[src/rtl/droop_emu_16_if.sv]
// droop_emu_16_if: trigger, sample and status bundle for droop_emu_16.
// master drives the trigger/sample/config side, slave is the emulator.
interface droop_emu_16_if #(
    parameter int WIN_W = 12
);
    logic                    trig;
    logic signed [15:0]      din;
    logic signed [6:0]       droopWeight;
    logic                    accClr_en;
    logic        [WIN_W-1:0] winLen;
    logic signed [15:0]      dout;
    logic                    oflowDetect;
    logic                    busy;

    modport master (
        output trig, din, droopWeight, accClr_en, winLen,
        input  dout, oflowDetect, busy
    );

    modport slave (
        input  trig, din, droopWeight, accClr_en, winLen,
        output dout, oflowDetect, busy
    );
endinterface

[src/rtl/droop_emu_16.sv]
// droop_emu_16: emulates supply droop on a 16-bit signed sample stream.
// On a trigger edge a window of winLen cycles opens during which the output
// is fed back through droopWeight into a wide accumulator, and the scaled
// accumulator is subtracted from the delayed input.
// Optional feature macro: DROOP_SAT_EN (saturating output, sticky overflow).
module droop_emu_16 #(
    parameter int DROOP_SCALE = 15,
    parameter int WIN_W       = 12
) (
    input logic           clk,
    input logic           rst,
    droop_emu_16_if.slave bus
);

    typedef enum logic [1:0] {IDLE, ACTIVE, FLUSH} state_t;

    state_t             state_q, state_d;
    logic               trig_a_q, trig_a_d, trig_b_q, trig_b_d;
    logic               settle_q, settle_d, armed_q, armed_d;
    logic signed [6:0]  w_a_q, w_a_d, w_b_q, w_b_d;
    logic signed [15:0] din_del_q, din_del_d;
    logic signed [15:0] dout_q, dout_d;
    logic signed [22:0] prod_q, prod_d;
    logic signed [47:0] tap_q, tap_d;
    logic [WIN_W-1:0]   cnt_q, cnt_d;
    logic               oflow_q, oflow_d;

    logic               trig_edge;
    logic               acc_ovf;
    logic               win_ok;
    logic [WIN_W-1:0]   win_last;
    logic signed [15:0] tap_slice;
    logic signed [15:0] sub_res;
`ifdef DROOP_SAT_EN
    logic signed [16:0] sub;
    logic               sub_ovf;
`endif

    // Input synchronisers and edge arming. A trigger that is already high
    // when reset releases must be seen low once before an edge can count.
    always_comb begin
        trig_a_d  = bus.trig;
        trig_b_d  = trig_a_q;
        settle_d  = 1'b1;
        armed_d   = armed_q | (settle_q & ~trig_a_q);
        w_a_d     = bus.droopWeight;
        w_b_d     = w_a_q;
        din_del_d = bus.din;
    end

    // Datapath helpers: edge, window reload value, scaled tap and subtraction.
    always_comb begin
        trig_edge = armed_q & trig_a_q & ~trig_b_q;
        win_ok    = |bus.winLen;
        win_last  = bus.winLen - WIN_W'(1);
        tap_slice = tap_q[DROOP_SCALE+15:DROOP_SCALE];
        acc_ovf   = tap_q[DROOP_SCALE+16] ^ tap_q[DROOP_SCALE+15];
`ifdef DROOP_SAT_EN
        sub     = {din_del_q[15], din_del_q} - {tap_slice[15], tap_slice};
        sub_ovf = sub[16] ^ sub[15];
        if (sub_ovf) sub_res = sub[16] ? 16'sh8000 : 16'sh7fff;
        else         sub_res = sub[15:0];
`else
        // Low 16 bits of the 17-bit difference: plain wrap.
        sub_res = din_del_q - tap_slice;
`endif
    end

    // Window FSM with accumulator, product and output updates.
    always_comb begin
        state_d = state_q;
        cnt_d   = cnt_q;
        tap_d   = tap_q;
        prod_d  = prod_q;
        dout_d  = dout_q;
        unique case (state_q)
            IDLE: begin
                tap_d  = '0;
                prod_d = '0;
                dout_d = din_del_q;
                if (trig_edge && win_ok) begin
                    state_d = ACTIVE;
                    cnt_d   = win_last;
                end
            end
            ACTIVE: begin
                prod_d = 23'(dout_q) * 23'(w_b_q);
                tap_d  = tap_q + 48'(prod_q);
                dout_d = sub_res;
                if (trig_edge && bus.accClr_en && win_ok) begin
                    // restart: drop the accumulated droop, reopen the window
                    tap_d  = '0;
                    prod_d = '0;
                    cnt_d  = win_last;
                end else if (cnt_q == '0) begin
                    state_d = FLUSH;
                end else begin
                    cnt_d = cnt_q - WIN_W'(1);
                end
            end
            FLUSH: begin
                tap_d   = '0;
                prod_d  = '0;
                dout_d  = din_del_q;
                state_d = IDLE;
            end
            default: state_d = IDLE;
        endcase
    end

    // Overflow flag: sticky across a window when saturating, else a live
    // registered copy of the accumulator overflow test.
    always_comb begin
`ifdef DROOP_SAT_EN
        if (state_q == IDLE && state_d == ACTIVE)
            oflow_d = 1'b0;
        else
            oflow_d = oflow_q | acc_ovf | ((state_q == ACTIVE) & sub_ovf);
`else
        oflow_d = acc_ovf;
`endif
    end

    // State register; reset wins over everything else.
    always_ff @(posedge clk) begin
        if (rst) begin
            state_q   <= IDLE;
            trig_a_q  <= 1'b0;
            trig_b_q  <= 1'b0;
            settle_q  <= 1'b0;
            armed_q   <= 1'b0;
            w_a_q     <= '0;
            w_b_q     <= '0;
            din_del_q <= '0;
            dout_q    <= '0;
            prod_q    <= '0;
            tap_q     <= '0;
            cnt_q     <= '0;
            oflow_q   <= 1'b0;
        end else begin
            state_q   <= state_d;
            trig_a_q  <= trig_a_d;
            trig_b_q  <= trig_b_d;
            settle_q  <= settle_d;
            armed_q   <= armed_d;
            w_a_q     <= w_a_d;
            w_b_q     <= w_b_d;
            din_del_q <= din_del_d;
            dout_q    <= dout_d;
            prod_q    <= prod_d;
            tap_q     <= tap_d;
            cnt_q     <= cnt_d;
            oflow_q   <= oflow_d;
        end
    end

    assign bus.dout        = dout_q;
    assign bus.oflowDetect = oflow_q;
    assign bus.busy        = (state_q == ACTIVE);

endmodule
[src/flat_wrapper.sv]
// flat-port wrapper written by rule: the top's interface ports become plain ports
module droop_emu_16_flat 
#(
    parameter int DROOP_SCALE = 15,
    parameter int WIN_W       = 12
)
  (clk, rst, bus_trig, bus_din, bus_droopWeight, bus_accClr_en, bus_winLen, bus_dout, bus_oflowDetect, bus_busy);
  droop_emu_16_if #(.WIN_W(WIN_W)) bus_i ();
  input logic clk;
  input logic rst;
  input wire logic [$bits(bus_i.trig)-1:0] bus_trig;
  input wire logic [$bits(bus_i.din)-1:0] bus_din;
  input wire logic [$bits(bus_i.droopWeight)-1:0] bus_droopWeight;
  input wire logic [$bits(bus_i.accClr_en)-1:0] bus_accClr_en;
  input wire logic [$bits(bus_i.winLen)-1:0] bus_winLen;
  output wire logic [$bits(bus_i.dout)-1:0] bus_dout;
  output wire logic [$bits(bus_i.oflowDetect)-1:0] bus_oflowDetect;
  output wire logic [$bits(bus_i.busy)-1:0] bus_busy;
  assign bus_i.trig = bus_trig;
  assign bus_i.din = bus_din;
  assign bus_i.droopWeight = bus_droopWeight;
  assign bus_i.accClr_en = bus_accClr_en;
  assign bus_i.winLen = bus_winLen;
  assign bus_dout = bus_i.dout;
  assign bus_oflowDetect = bus_i.oflowDetect;
  assign bus_busy = bus_i.busy;
  droop_emu_16 #(.DROOP_SCALE(DROOP_SCALE), .WIN_W(WIN_W)) u_core (.clk(clk), .rst(rst), .bus(bus_i));
endmodule
[config.mk]
export PLATFORM = sky130hd
export DESIGN_NAME = droop_emu_16_flat
export DESIGN_NICKNAME = d
export VERILOG_FILES = /design/src/rtl/droop_emu_16_if.sv /design/src/rtl/droop_emu_16.sv /design/src/flat_wrapper.sv
export SDC_FILE = /design/constraint.sdc
export NUM_CORES = 1
export LEC_CHECK = 0
export CAP_MARGIN = 0
export CORE_MARGIN = 5
export CORE_UTILIZATION = 67
export DETAILED_ROUTE_END_ITERATION = 10
export PLACE_DENSITY = 0.9
export SLEW_MARGIN = 20
export SYNTH_ARGS = -nofsm -noshare
export SYNTH_HDL_FRONTEND = slang
export SYNTH_SLANG_ARGS = --single-unit
[constraint.sdc]
create_clock -name clk -period 7.1 [get_ports clk]
set_input_delay 1.775 -clock clk [delete_from_list [all_inputs] [get_ports clk]]
set_output_delay 1.775 -clock clk [all_outputs]
set_load 0.01 [all_outputs]
==> results of run 1 <==
==> registers in the layout, summed over array words and instances (netlist names) <==
register,cells
u_core.trig_a_q,1
u_core.settle_q,1
u_core.din_del_q,16
u_core.w_a_q,7
u_core.armed_q,1
u_core.prod_q,23
u_core.trig_b_q,1
u_core.bus.oflowDetect,1
u_core.state_q,2
u_core.cnt_q,12
u_core.w_b_q,7
u_core.bus.dout,16
u_core.tap_q,32
==> per-stage QoR <==
| stage | hold WS, ns | utilization, % | total power (W) | area (um^2) |
|---|---|---|---|---|
| 2_1_floorplan | 0.414 | - | 0.000915 | 10500 |
| 3_3_place_gp | 0.420 | 73.4 | 0.000996 | 11200 |
| 3_5_place_dp | 0.422 | 73.4 | 0.00101 | 11200 |
| 4_1_cts | 0.441 | 77.2 | 0.00187 | 11800 |
| 5_1_grt | 0.464 | 77.2 | 0.00194 | 11800 |
| 6_report | 0.437 | 77.2 | 0.00187 | 11800 |
==> routing by layer <==
metal	up-vias	part of all wire [%]	global-route usage (%)
met1	4332	42	34.6
met4	0	3.0	11.3
met5	-	0	0
met3	69	5.6	5.20
li1	4231	-	-
met2	297	50	48.6
==> worst min-delay path by stage <==
stage	start	to	cells past startpoint
after global routing	u_core.w_a_q[1]	u_core.w_b_q[1]	1
after floorplan	u_core.w_a_q[0]	u_core.w_b_q[0]	1
final	u_core.w_a_q[6]	u_core.w_b_q[6]	1
after detailed placement	u_core.w_a_q[0]	u_core.w_b_q[0]	1
after global placement	u_core.w_a_q[6]	u_core.w_b_q[6]	1
after CTS	u_core.w_a_q[6]	u_core.w_b_q[6]	1
==> synthesized netlist by cell type (4+ instances only) <==
master    instances  area share (%)
a211oi_1         12            0.86
a21o_1           21             1.5
a21oi_1          52             2.5
a22oi_1          32             2.3
a31o_2            5            0.42
a31oi_1           7            0.42
and2_1           88             5.2
and3_1            6            0.36
buf_1             4            0.14
buf_2             4            0.19
clkbuf_1         33             1.2
dfxtp_1         120              23
fa_1             86              16
ha_1             95              11
inv_1           147             5.2
mux2i_1           8            0.76
nand2_1          88             3.1
nand2b_1         15            0.89
nand3_1          20            0.95
nor2_1           97             3.5
nor2b_1          39             2.3
nor3_1           23             1.1
nor3b_1           4            0.29
nor4_1            5            0.30
o211ai_1         13            0.93
o21a_1            8            0.57
o21ai_0          62             2.9
o21ai_1           9            0.43
o22ai_1           5            0.30
o31ai_1           4            0.29
or2_2             5            0.30
or3_1             4            0.24
xnor2_1          35             2.9
xor2_1           36             3.0
==> power by group <==
part	switching (W)	internal (W)	total, W
clock	0.000312	0.000561	0.000873
sequential	0.0000312	0.000694	0.000725
combinational	0.000148	0.000124	0.000272
total	0.000491	0.00138	0.00187
==> cells by family (layout without fill, tap and decap cells) <==
logic type / after synthesis / after routing / share of synthesized area [%]
AND/OR/NAND/NOR: 404 / 404 / 19.3
multiplexers: 9 / 9 / 0.868
flip-flops: 120 / 120 / 22.8
AO/OA/AOI/OAI: 264 / 264 / 16.7
XOR/XNOR: 71 / 71 / 5.91
adder cells (fa/ha/maj): 181 / 181 / 27.7
buffers and inverters: 189 / 241 / 6.83
==> final cells by class <==
class                   count  share of cell area (%)
well taps                 211                    2.23
multi-input cells         929                    62.7
flip-flops and latches    120                    20.3
clock inverters             7                   0.762
clock buffers              25                    4.27
inverters                 147                    4.66
repair buffers             62                    5.10
==> flow_summary.toml, run 1 <==
[outcome]
outcome = "finished clean"

[setup_path]
cpMostUsedCell = "fa_1"
worst-setup-path-type = "flip-flop to flip-flop"
cp-endpoint = "u_core.prod_q[22]"
reg2regPathDepth = 18
critPathTopFamily = "adder cells"
worst-path-stages = 18
critPathBufInv = 3
worstPathCellList = "inv_1 -> nor2_1 -> fa_1 -> fa_1 -> fa_1 -> inv_1 -> fa_1 -> inv_1 -> ha_1 -> a21o_1 -> a21oi_1 -> o21bai_1 -> a22oi_1 -> a31o_2 -> a21oi_1 -> a21oi_1 -> xnor2_1 -> o21ai_0"
r2r_start = "u_core.w_b_q[6]"
critical_path.max_stage_delay_ns = 0.55
worstPathMaxFanout = 15
arrival_ns = 5.53
required_ns = 7.37
reg2reg_slack_ns = 1.84
regToRegEndpoint = "u_core.prod_q[22]"
end_kind = "flip-flop"
crit_start = "u_core.w_b_q[6]"
critical_path.slowest_cell = "fa_1"
start_kind = "flip-flop"

[drt]
ant_nets = 0
drtPass1Iterations = 5
vias_per_cell = 5.95
drcViolationCount = 0
drt-initial-drc-count = 621
wire_per_inst_um = 16.6
wl_mm = 24.9
num_vias = 8929

[yosys]
synth_edf_count = 0
yosysWarnings = 0
synthesis.instances = 1238
ys.flop_type = "dfxtp_1"
synth_cell_types = 66
syn_area_per_cell_um2 = 8.50
ys_seq_area_share_pct = 22.8
syn-cell-area_um2 = 10500
syn_nets = 1458
synth-async-reset-ratio_pct = 0
ys_ff_latch = 120

[placed_design]
gp_congestion = 0.880
dp_hpwl_mm = 17.9
pre_cts_ws_ns = 1.82
dp.cells = 1469
port_buffers = 56

[clock_tree]
cts_buffer_depth = 2
clkLatencyLatePin_ns = 0.43
cts_setup_buffers = 0
clock_sinks = 120
root_buffer = "clkbuf_16"
postCtsHoldBufs = 0
cts-resized-gates = 0
cts_tree = "done"
htree_levels = 4
clk_pin_slew_worst_paths_ns = 0.06
cts_buffers = 17

[timing]
finalHoldViolations = 0
fmax_ghz = 0.190
rsz0062_at_grt = "false"
tightestPinTransition_ns = 1.02
setup_viol = 0
fin_crit_sh_pct = 74.1
skew_ns = 0.00891
final_max_slew_viol_count = 0
period_needed_ns = 5.26
slew-limit-headroom_pct = 31.9
worst_slack_ns = 1.84
setup_tns_ns = 0

[cells_and_area]
nNetsFinal = 1497
nFillCells = 1025
n_antenna_cell = 0
fin_cells = 1501
layout_common_cells = "inv_1 (147), dfxtp_1 (120), nor2_1 (97)"
regArea_um2 = 2400
syn_to_final_growth_pct = 12.4
drive_above_1_share_pct = 4.42
layout_commonest_cell = "inv_1"
multiInputGateArea_um2 = 7410

[power_and_ir_drop]
power_density_nw_per_um2 = 158
leakage_nw = 5.40
ir_drop_v = 0.000212

[grt]
overflow = 0
grt_max_degree = 67
antenna_found_initial = 0
grt_pass1_wl_mm = 41.6
gr-usage-all-layers_pct = 28.1
first_global_vias = 8920

[floorplan]
rows = 45
die_h_um = 135
die_area_um2 = 18300
io_pins = 57
core-area_um2 = 15300
die_w_um = 135
start_util_pct = 68.7

[job]
maxCapViolations = 0

[min_path]
hp-class = "flip-flop to flip-flop"
No activity file was read; power rests on OpenSTA's default activity.
==> inputs of run 2 (changes only) <==
- CORE_UTILIZATION: 67 -> 62
- PLACE_DENSITY: 0.9 -> 0.84
- clock period: 7.1 -> 5.5 ns (I/O delays scaled with it)
==> run 2 against run 1 <==
- global-route usage decreased by 1.9 points
- utilization decreased by 5.5 points
- cell count increased by 1.4%
- register-to-register slack got worse by 1.6 ns
- sequential power increased by 29%
- non-clock buffer count increased by 12
- critical endpoint is now u_core.prod_q[20]
- die area increased by 7.5%
- maximum frequency increased by 0.62%
==> flow_summary.toml, run 2 (same netlist as run 1, synthesis figures left out) <==
[placed_design]
dp.cells = 1488
gp_congestion = 0.853
dp_hpwl_mm = 18.9
port_buffers = 56
pre_cts_ws_ns = 0.342

[cells_and_area]
n_antenna_cell = 0
nNetsFinal = 1509
nFillCells = 1226
layout_commonest_cell = "inv_1"
largest_register = "u_core.tap_q"
largest_reg_flops = 32
final_util_pct = 71.8
layout_common_cells = "inv_1 (146), dfxtp_1 (120), nor2_1 (97)"
drive_above_1_share_pct = 5.45
fin_cells = 1522
reg_top3 = "u_core.tap_q (32), u_core.prod_q (23)"
syn_to_final_growth_pct = 13.5

[floorplan]
core-area_um2 = 16600
start_util_pct = 63.2
die_area_um2 = 19700
io_pins = 57
die_w_um = 140
rows = 47
die_h_um = 140

[setup_path]
critical_path.max_stage_delay_ns = 0.60
cpMostUsedCell = "fa_1"
worst-setup-path-type = "flip-flop to flip-flop"
critPathBufInv = 2
critPathTopFamily = "adder cells"
end_kind = "flip-flop"
start_kind = "flip-flop"
arrival_ns = 5.53
required_ns = 5.80
worstPathCellList = "and2_1 -> fa_1 -> fa_1 -> fa_1 -> inv_1 -> fa_1 -> inv_1 -> ha_1 -> a21o_1 -> a21oi_1 -> o21bai_1 -> a22oi_1 -> a31o_2 -> nand2b_1 -> a21o_1 -> xnor2_1 -> o21ai_1"
worstPathMaxFanout = 16
critical_path.slowest_cell = "dfxtp_1"

[drt]
wl_met1_mm = 11.0
drtPass1Iterations = 5
drt-initial-drc-count = 657
num_vias = 8930
wl_mm = 25.6
topRoutingLayerUsed = "met4"
vias_per_cell = 5.87
wire_per_inst_um = 16.8
route.met2.wl_mm = 12.6
met3_wirelength_mm = 1.24
ant_nets = 0
drcViolationCount = 0

[timing]
rsz0062_at_grt = "false"
fin_crit_sh_pct = 95.0
fmax_ghz = 0.191
skew_ns = 0.00606
worst_slack_ns = 0.273
setup_tns_ns = 0
setup_viol = 0
final_max_slew_viol_count = 0
slew-limit-headroom_pct = 31.0
period_needed_ns = 5.23
tightestPinTransition_ns = 1.03
finalHoldViolations = 0

[clock_tree]
root_buffer = "clkbuf_16"
clkLatencyLatePin_ns = 0.42
cts_tree = "done"
clk_pin_slew_worst_paths_ns = 0.06
cts_buffer_depth = 2
htree_levels = 4
cts_buffers = 17
clock_sinks = 120
postCtsHoldBufs = 0

[grt]
antenna_found_initial = 0
grt_max_degree = 50
gr-usage-all-layers_pct = 26.2
grt_pass1_wl_mm = 42.2
overflow = 0
first_global_vias = 9034

[min_path]
hp-class = "flip-flop to flip-flop"

[power_and_ir_drop]
leakage_nw = 5.45
ir_drop_v = 0.000244
power_density_nw_per_um2 = 205

[outcome]
outcome = "finished clean"

[job]
maxCapViolations = 0
run 2: path summary, 6_finish.rpt:
| path | startpoint | endpoint | slack, ns | depth (start not counted) |
|---|---|---|---|---|
| max | u_core.w_b_q[5] | u_core.prod_q[20] | 0.27 | 17 |
| min | u_core.trig_a_q | u_core.trig_b_q | 0.45 | 2 |
| max reg2reg | u_core.w_b_q[5] | u_core.prod_q[20] | 0.27 | 17 |
| min reg2reg | u_core.trig_a_q | u_core.trig_b_q | 0.45 | 2 |
run 2: through the flow:
| step | hold WS, ns | instance area, um^2 | power (W) |
|---|---|---|---|
| after floorplan | 0.414 | 10500 | 0.00118 |
| after global placement | 0.436 | 11300 | 0.00129 |
| after detailed placement | 0.428 | 11300 | 0.00130 |
| after CTS | 0.452 | 11900 | 0.00246 |
| after global routing | 0.464 | 11900 | 0.00254 |
| final | 0.449 | 11900 | 0.00245 |
run 2: worst reg2reg max path: cells and delay by family (launching register included):
| family | cells | cell delay [ns] |
|---|---|---|
| AOI/OAI and AO/OA | 7 | 1.42 |
| xor gates and xnor gates | 1 | 0.22 |
| adders and majority gates | 5 | 2.45 |
| buffers and inverters | 2 | 0.11 |
| DFF | 1 | 0.60 |
| and+or+nand+nor | 2 | 0.29 |
run 2: timing repair:
item / 4_1_cts / 5_1_grt
gates resized for setup: 0 / 1
setup endpoints to repair: 0 / 2
endpoints found under the hold margin: 0 / 0
setup buffers: 0 / 2
run 2: layout make-up:
cell class                 instances  area [um^2]  share of cell area (%)
clock buffer                      21          460                    3.85
clock inverter                    11          146                    1.23
inverter                         147          556                    4.65
multi-input combinational        929         7410                    62.1
sequential                       120         2400                    20.1
tap                              220          275                    2.30
timing repair buffer              74          693                    5.80
run 2: power breakdown:
part           internal [W]  switching [W]  leakage [nW]
clock network      0.000735       0.000422         0.282
logic              0.000165       0.000195          4.19
registers          0.000896      0.0000364         0.979
total               0.00180       0.000654          5.45
run 2: layer usage:
metal | vias to the layer above | track usage (%)
met5 | - | 0
met4 | 0 | 10.2
met3 | 66 | 4.91
met2 | 274 | 44.2
met1 | 4341 | 33.2
li1 | 4249 | -
